## src/rtl/mkio_pkg.sv

```systemverilog
// mkio_pkg: shared MKIO transmit-read FSM states, word limit and parity helper
package mkio_pkg;
   typedef enum logic [2:0] {IDLE, FETCH, LOAD, SEND, DONE} tx_rd_state_t;
   localparam int MKIO_MAX_WORDS = 32;
   // Zero-extension leaves odd parity unchanged, so any word width up to 64 fits
   function automatic logic odd_parity(input logic [63:0] d);
      return ~^d;
   endfunction
endpackage

```

## src/rtl/mem_tx_reader.sv

```systemverilog
// mem_tx_reader: streams word_cnt words from the subaddress RAM's registered read port to the MKIO encoder.
// Defining MKIO_TX_PARITY_EN adds a registered odd-parity output tx_parity alongside tx_data.
module mem_tx_reader
   import mkio_pkg::*;
#(
   parameter int DATA_WIDTH = 16,
   parameter int ADDR_WIDTH = 5,
   parameter int CNT_WIDTH  = $clog2(MKIO_MAX_WORDS)
) (
   input  logic                  clock,
   input  logic                  reset_n,
   input  logic                  start,
   input  logic [ADDR_WIDTH-1:0] start_addr,
   input  logic [CNT_WIDTH-1:0]  word_cnt,
   input  logic                  abort,
   output logic [ADDR_WIDTH-1:0] rdaddress,
   input  logic [DATA_WIDTH-1:0] q,
   output logic [DATA_WIDTH-1:0] tx_data,
   output logic                  tx_valid,
   input  logic                  tx_ready,
   output logic                  tx_last,
`ifdef MKIO_TX_PARITY_EN
   output logic                  tx_parity,
`endif
   output logic                  busy,
   output logic                  done
);
   localparam logic [CNT_WIDTH:0] max_words = {1'b1, {CNT_WIDTH{1'b0}}};
   localparam logic [CNT_WIDTH:0] one_word  = {{CNT_WIDTH{1'b0}}, 1'b1};
   tx_rd_state_t state;
   logic [CNT_WIDTH:0] remaining;
   assign busy = state != IDLE;
   assign done = state == DONE;
   always_ff @(posedge clock or negedge reset_n) begin
      if (!reset_n) begin
         state     <= IDLE;
         rdaddress <= '0;
         remaining <= '0;
         tx_data   <= '0;
         tx_valid  <= 1'b0;
         tx_last   <= 1'b0;
`ifdef MKIO_TX_PARITY_EN
         tx_parity <= 1'b0;
`endif
      end else if (abort && state != IDLE) begin
         state    <= IDLE;
         tx_valid <= 1'b0;
         tx_last  <= 1'b0;
      end else begin
         case (state)
            IDLE: if (start) begin
               rdaddress <= start_addr;
               remaining <= word_cnt == '0 ? max_words : {1'b0, word_cnt};
               state     <= FETCH;
            end
            FETCH: state <= LOAD;
            LOAD: begin
               tx_data   <= q;
               tx_valid  <= 1'b1;
               tx_last   <= remaining == one_word;
`ifdef MKIO_TX_PARITY_EN
               tx_parity <= odd_parity(64'(q));
`endif
               // Prefetch the next word while this one waits for the encoder
               rdaddress <= rdaddress + ADDR_WIDTH'(1);
               state     <= SEND;
            end
            SEND: if (tx_ready) begin
               remaining <= remaining - one_word;
               tx_valid  <= 1'b0;
               tx_last   <= 1'b0;
               state     <= remaining == one_word ? DONE : LOAD;
            end
            DONE:    state <= IDLE;
            default: state <= IDLE;
         endcase
      end
   end
endmodule

```

## config.mk

```make
export PLATFORM = sky130hd
export DESIGN_NAME = mem_tx_reader
export DESIGN_NICKNAME = d
export VERILOG_FILES = /design/src/rtl/mkio_pkg.sv /design/src/rtl/mem_tx_reader.sv
export SDC_FILE = /design/constraint.sdc
export NUM_CORES = 1
export LEC_CHECK = 0
export CORE_UTILIZATION = 45
export DETAILED_ROUTE_END_ITERATION = 10
export MAX_ROUTING_LAYER = met4
export PLACE_DENSITY = 0.83
export SYNTH_ARGS = -nofsm -noshare
export SYNTH_HDL_FRONTEND = slang
export SYNTH_SLANG_ARGS = --single-unit
```

## constraint.sdc

```tcl
create_clock -name clock -period 1.85 [get_ports clock]
set_input_delay 0.2775 -clock clock [delete_from_list [all_inputs] [get_ports clock]]
set_output_delay 0.2775 -clock clock [all_outputs]
set_load 0.02 [all_outputs]
```

# After elaboration in Yosys (flattened, before gate mapping)

Cells that the tools add are included.

Register bits after elaboration: 32
Bits of input ports: 31
Output and inout bits: 25

Add/subtract/negate cells: 2
Eq/ne operators: 9
Multiplexer cells: 16
Bitwise logic cells: 1
Reduce and logical (&&, ||, !) cells: 12

Operators with widths:

| operator            | number |
|---|---|
| $mux 6              | 3 |
| $mux 3              | 4 |
| $pmux 3 s4          | 1 |
| $pmux 6 s2          | 1 |
| $pmux 5 s2          | 1 |
| $eq 3x2->1 const B  | 2 |
| $eq 6x1->1 const B  | 1 |
| $ne 3x3->1 const B  | 2 |
| $reduce_and 2->1    | 3 |
| $reduce_bool 3->1   | 2 |
| $sub 6x1->6 const B | 1 |
| $add 5x1->5 const B | 1 |
| $logic_not 5->1     | 1 |
| $mux 5              | 1 |
| $ne 2x2->1 const B  | 2 |
| $pmux 1 s2          | 2 |
| $reduce_and 4->1    | 1 |
| $reduce_bool 2->1   | 2 |
| $eq 3x1->1 const B  | 1 |
| $eq 3x3->1 const B  | 1 |
| $logic_not 3->1     | 1 |
| $mux 1              | 3 |
| $reduce_and 3->1    | 1 |
| $logic_and 1x1->1   | 1 |
| $not 1->1           | 1 |

# Longest topological paths before layout

Word-level depth: 5
Depth in mapped cells: 6
Mapped depth without buffers: 5

# Least setup slack after synthesis

No wires, ideal clock.

Path type: register -> register
Start point: register state[0]
End point: register tx_data[2]
Library setup time: 0.127 ns
Data arrival time: 1.429 ns
Path slack: 0.294 ns
Cell stages (with the launch flop): 4
Buffers on the path: 1
Clock period less this slack: 1.556 ns
Cell sequence: dfrtp_1 > nor4b_4 > buf_6 > mux2_1

Longest elaborated chain between the ends: 4

RTL lines:

| element                      | RTL line            | RTL |
|---|---|---|
| start, declared              | mem_tx_reader.sv:30 | `tx_rd_state_t state;` |
| start signal, assigned       | mem_tx_reader.sv:72 | `state <= remaining == one_word ? DONE : LOAD;` |
| $reduce_bool 3->1            | mem_tx_reader.sv:45 | `end else if (abort && state != IDLE) begin` |
| $logic_and 1x1->1            | mem_tx_reader.sv:45 |  |
| $not 1->1 (no line)          | -                   |  |
| $reduce_and 2->1 (no line) * | -                   |  |
| end signal, assigned         | mem_tx_reader.sv:58 | `tx_data <= q;` |
| end, declared                | mem_tx_reader.sv:18 | `output logic [DATA_WIDTH-1:0] tx_data,` |

Mark *: on every way between the ends. The rest lies on a longest branch, timed or not.
A chain may end at the register's enable or synchronous reset.

# Final worst setup path

Start point: register state[1]
End point: output busy

Longest elaborated chain between the ends: 1

RTL lines:

| element           | RTL line            | RTL |
|---|---|---|
| $reduce_bool 3->1 | mem_tx_reader.sv:32 | `assign busy = state != IDLE;` |
| end, declared     | mem_tx_reader.sv:25 | `output logic busy,` |

No other way between the ends.

==> results <==
==> worst max-delay path, stage by stage, from the launching register on <==
cell and delay, ps:
dfrtp_1 420, or3_1 380, dlygate4sd2_1 330
==> cell usage after synthesis, types with 4 or more instances <==
| cell | n |
|---|---|
| a21o_1 | 4 |
| a21oi_1 | 10 |
| a22o_1 | 6 |
| dfrtp_1 | 32 |
| inv_1 | 4 |
| mux2_1 | 8 |
| mux2_2 | 8 |
| nand2_1 | 6 |
| nand2b_1 | 4 |
| nand3_1 | 8 |
| nor2_1 | 9 |
| o21ai_1 | 4 |
==> area by class of cell <==
type / instances / area (µm²) / share of cell area (%)
repair buffers: 66 / 643.1 / 27.71
flip-flops and latches: 32 / 800.8 / 34.50
clock inverters: 1 / 5.005 / 0.2156
clock buffers: 6 / 41.29 / 1.779
multi-input cells: 100 / 758.2 / 32.67
inverters: 4 / 15.01 / 0.6469
well taps: 46 / 57.56 / 2.480
==> power by group through the flow <==
stage	combinational [mW]	clock [mW]	sequential, mW
3_3_place_gp	1.49	0	1.20
6_report	1.52	0.360	1.22
2_1_floorplan	0.546	0	1.48
4_1_cts	1.53	0.385	1.22
3_5_place_dp	1.54	0	1.23
5_1_grt	1.63	0.410	1.26
==> sequential cells by signal, summed over array words and instances (netlist names) <==
name       flops
rdaddress      5
remaining      6
state          3
tx_data       16
tx_last        1
tx_valid       1
==> cell usage in the layout (no fill, tap or decap), types with 2 or more instances in the layout <==
cell type / netlist / layout
mux2_1: 8 / 8
nor2_1: 9 / 9
clkbuf_4: 0 / 5
nand2b_1: 4 / 4
ha_1: 3 / 3
nand2_1: 6 / 6
mux2_2: 8 / 8
o21ai_1: 4 / 4
a21oi_1: 10 / 10
nand3_1: 8 / 8
mux2i_1: 2 / 2
nor4_1: 3 / 3
dfrtp_1: 32 / 32
clkdlybuf4s50_1: 0 / 53
nor3_1: 2 / 2
dlygate4sd2_1: 0 / 2
and3_1: 2 / 2
a22o_1: 6 / 6
buf_4: 1 / 10
a21o_1: 4 / 4
inv_1: 4 / 4
o21ai_0: 3 / 3
a21oi_2: 3 / 3
==> logic make-up (layout without fill, tap and decap cells) <==
logic type	count (synthesis)	count (layout)
AO/OA/AOI/OAI	37	37
adder cells (fa/ha/maj)	3	3
buffers and inverters	11	77
flip-flops	32	32
multiplexers	18	18
AND/OR/NAND/NOR	42	42
==> how the worst max path moves through the flow <==
stage	from	end	slack, ps	depth (start not counted)
2_1_floorplan	state[0]	tx_data[2]	290	3
3_3_place_gp	start	remaining[2]	110	5
3_5_place_dp	start	remaining[2]	50	5
4_1_cts	state[1]	busy	80	2
5_1_grt	state[1]	busy	30	2
6_report	state[1]	busy	110	2
==> per-layer routing <==
| metal | wire, µm | vias up |
|---|---|---|
| met2 | 1870 | 43 |
| li1 | - | 646 |
| met1 | 1462 | 658 |
| met4 | 56 | 0 |
| met5 | 0 | - |
| met3 | 163 | 7 |
==> metrics by stage <==
step	utilization [%]	cells	hold slack, ps
finish	67.95	255	347.1
global route	67.95	255	376.1
CTS	67.95	255	345.6
detailed placement	66.67	248	469.0
global placement	66.67	248	460.9
floorplan	-	143	-18.09
==> timing repair <==
| item | CTS | global route |
|---|---|---|
| setup buffers | 0 | 0 |
| resized for setup | 2 | 0 |
| setup endpoints to repair | 2 | 0 |
==> run metrics <==
min Tclk post-route=1737 ps; crit path max fanout=5; Post-Synth Adder-Cell Area=2.302%; number of global-route vias before repair=1394; # fillers=276; Core Rows=21; Distinct cells, synth=37; layout cell share with drive strength beyond 1=15.79%; DIE HEIGHT=62.19 µm; Core ar.=3416 µm²; via density per instance=5.310; Post-Syn Area=1630 µm²; GRT met2 Usage=34.75%; Die Width=62.19 µm; Synth top area share=49.12%; Switching Fraction=37.92%; clk_skew=4.301 ps; Total GRT Usage=20.88%; simple-gate share of the synthesized area=15.35%; fin crit share=93.89%; reg2reg start=state[0]; root buffer cell=clkbuf_4; Placed Area=2277 µm²; pwr/cell area=1335 nW/µm²; wire per inst=13.93 µm; WL final=3552 µm; hold buffers post-CTS=0; crit end category=primary output; Finished Cell Area=2321 µm²; Reg clk slew, reported paths=90 ps; largest net degree at the start of global routing=33; H-Tree Depth=2; clk buf depth=2; Setup CP Type=flop to primary output; iteration-0 DRC count of the detailed router=90; Max Clk Rate=575.7 MHz; Worst Max-Slew Pin Slew=410.8 ps; RePlAce Congestion=0.7818; met1 Usage GRT=23.21%; Port Buffer Count=55; EDFF count, synth=0; clock power share=11.6%; CTS tree=done; Residual DRC=0; setup TNS=0 ps; Async SR Flop Fraction=100.0%; Worst Path Arrival=1460 ps; post-synthesis compound-gate area fraction=16.58%; Area growth, synth to finish=42.36%; cells taking the most area after synthesis=dfrtp_1, mux2_1, mux2_2; global-route wire length before repair=6099 µm; worst setup margin=113.1 ps; P_int=1.923 mW; # clock sinks=32; Setup crit start kind=flop; syn_area_per_cell=11.40 µm²; GRT busiest layer=met2; max cap viols=0; Sequential Power Share=39.3%; Gate power share=49.1%; GRT Residual Overflow=0; RSZ-0062 raised after global routing=false; final hold vios=0; area leader, netlist=dfrtp_1; Setup violations, final=0; Post-Syn Instances=143; final net count=243; CTS Buf Count=5; r2r worst-path depth=4; Worst Path Required=1570 ps; Max Slew Vio Count=0; syn nets=177; sw power=1.175 mW; Synth Register Bits=32; Hold Path Class=primary input to asynchronous set/reset pin; Worst R2R End=tx_data[3]; Die ar.=3868 µm²; Ys Warns=0; post-DP HPWL=2646 µm; met3 Usage GRT=6.618%; Post-DRT Antenna Nets=0; largest family of logic cells by synthesized area=compound AO/OA/AOI/OAI gates; R2R Setup Slk=190 ps; Rel. slew slack=72.53%; leakage=0.9813 nW; Initial Utilization=47.73%; post-synthesis mux area share=12.28%; initial antenna violation count=0; Worst-Skew Late Latency=320 ps; IO Pins=56; Peak VDD IR=0.0007991 V; total power=3.098 mW; via count=1354; top_reg_cell synth=dfrtp_1; sequential share of the synthesized area=49.12%; drt first pass iters=4; number of diodes=0; pre-CTS setup slack=47.90 ps; post-synthesis xor/xnor area fraction=0%; outcome=finished clean
(Power assumes the default switching activity.)
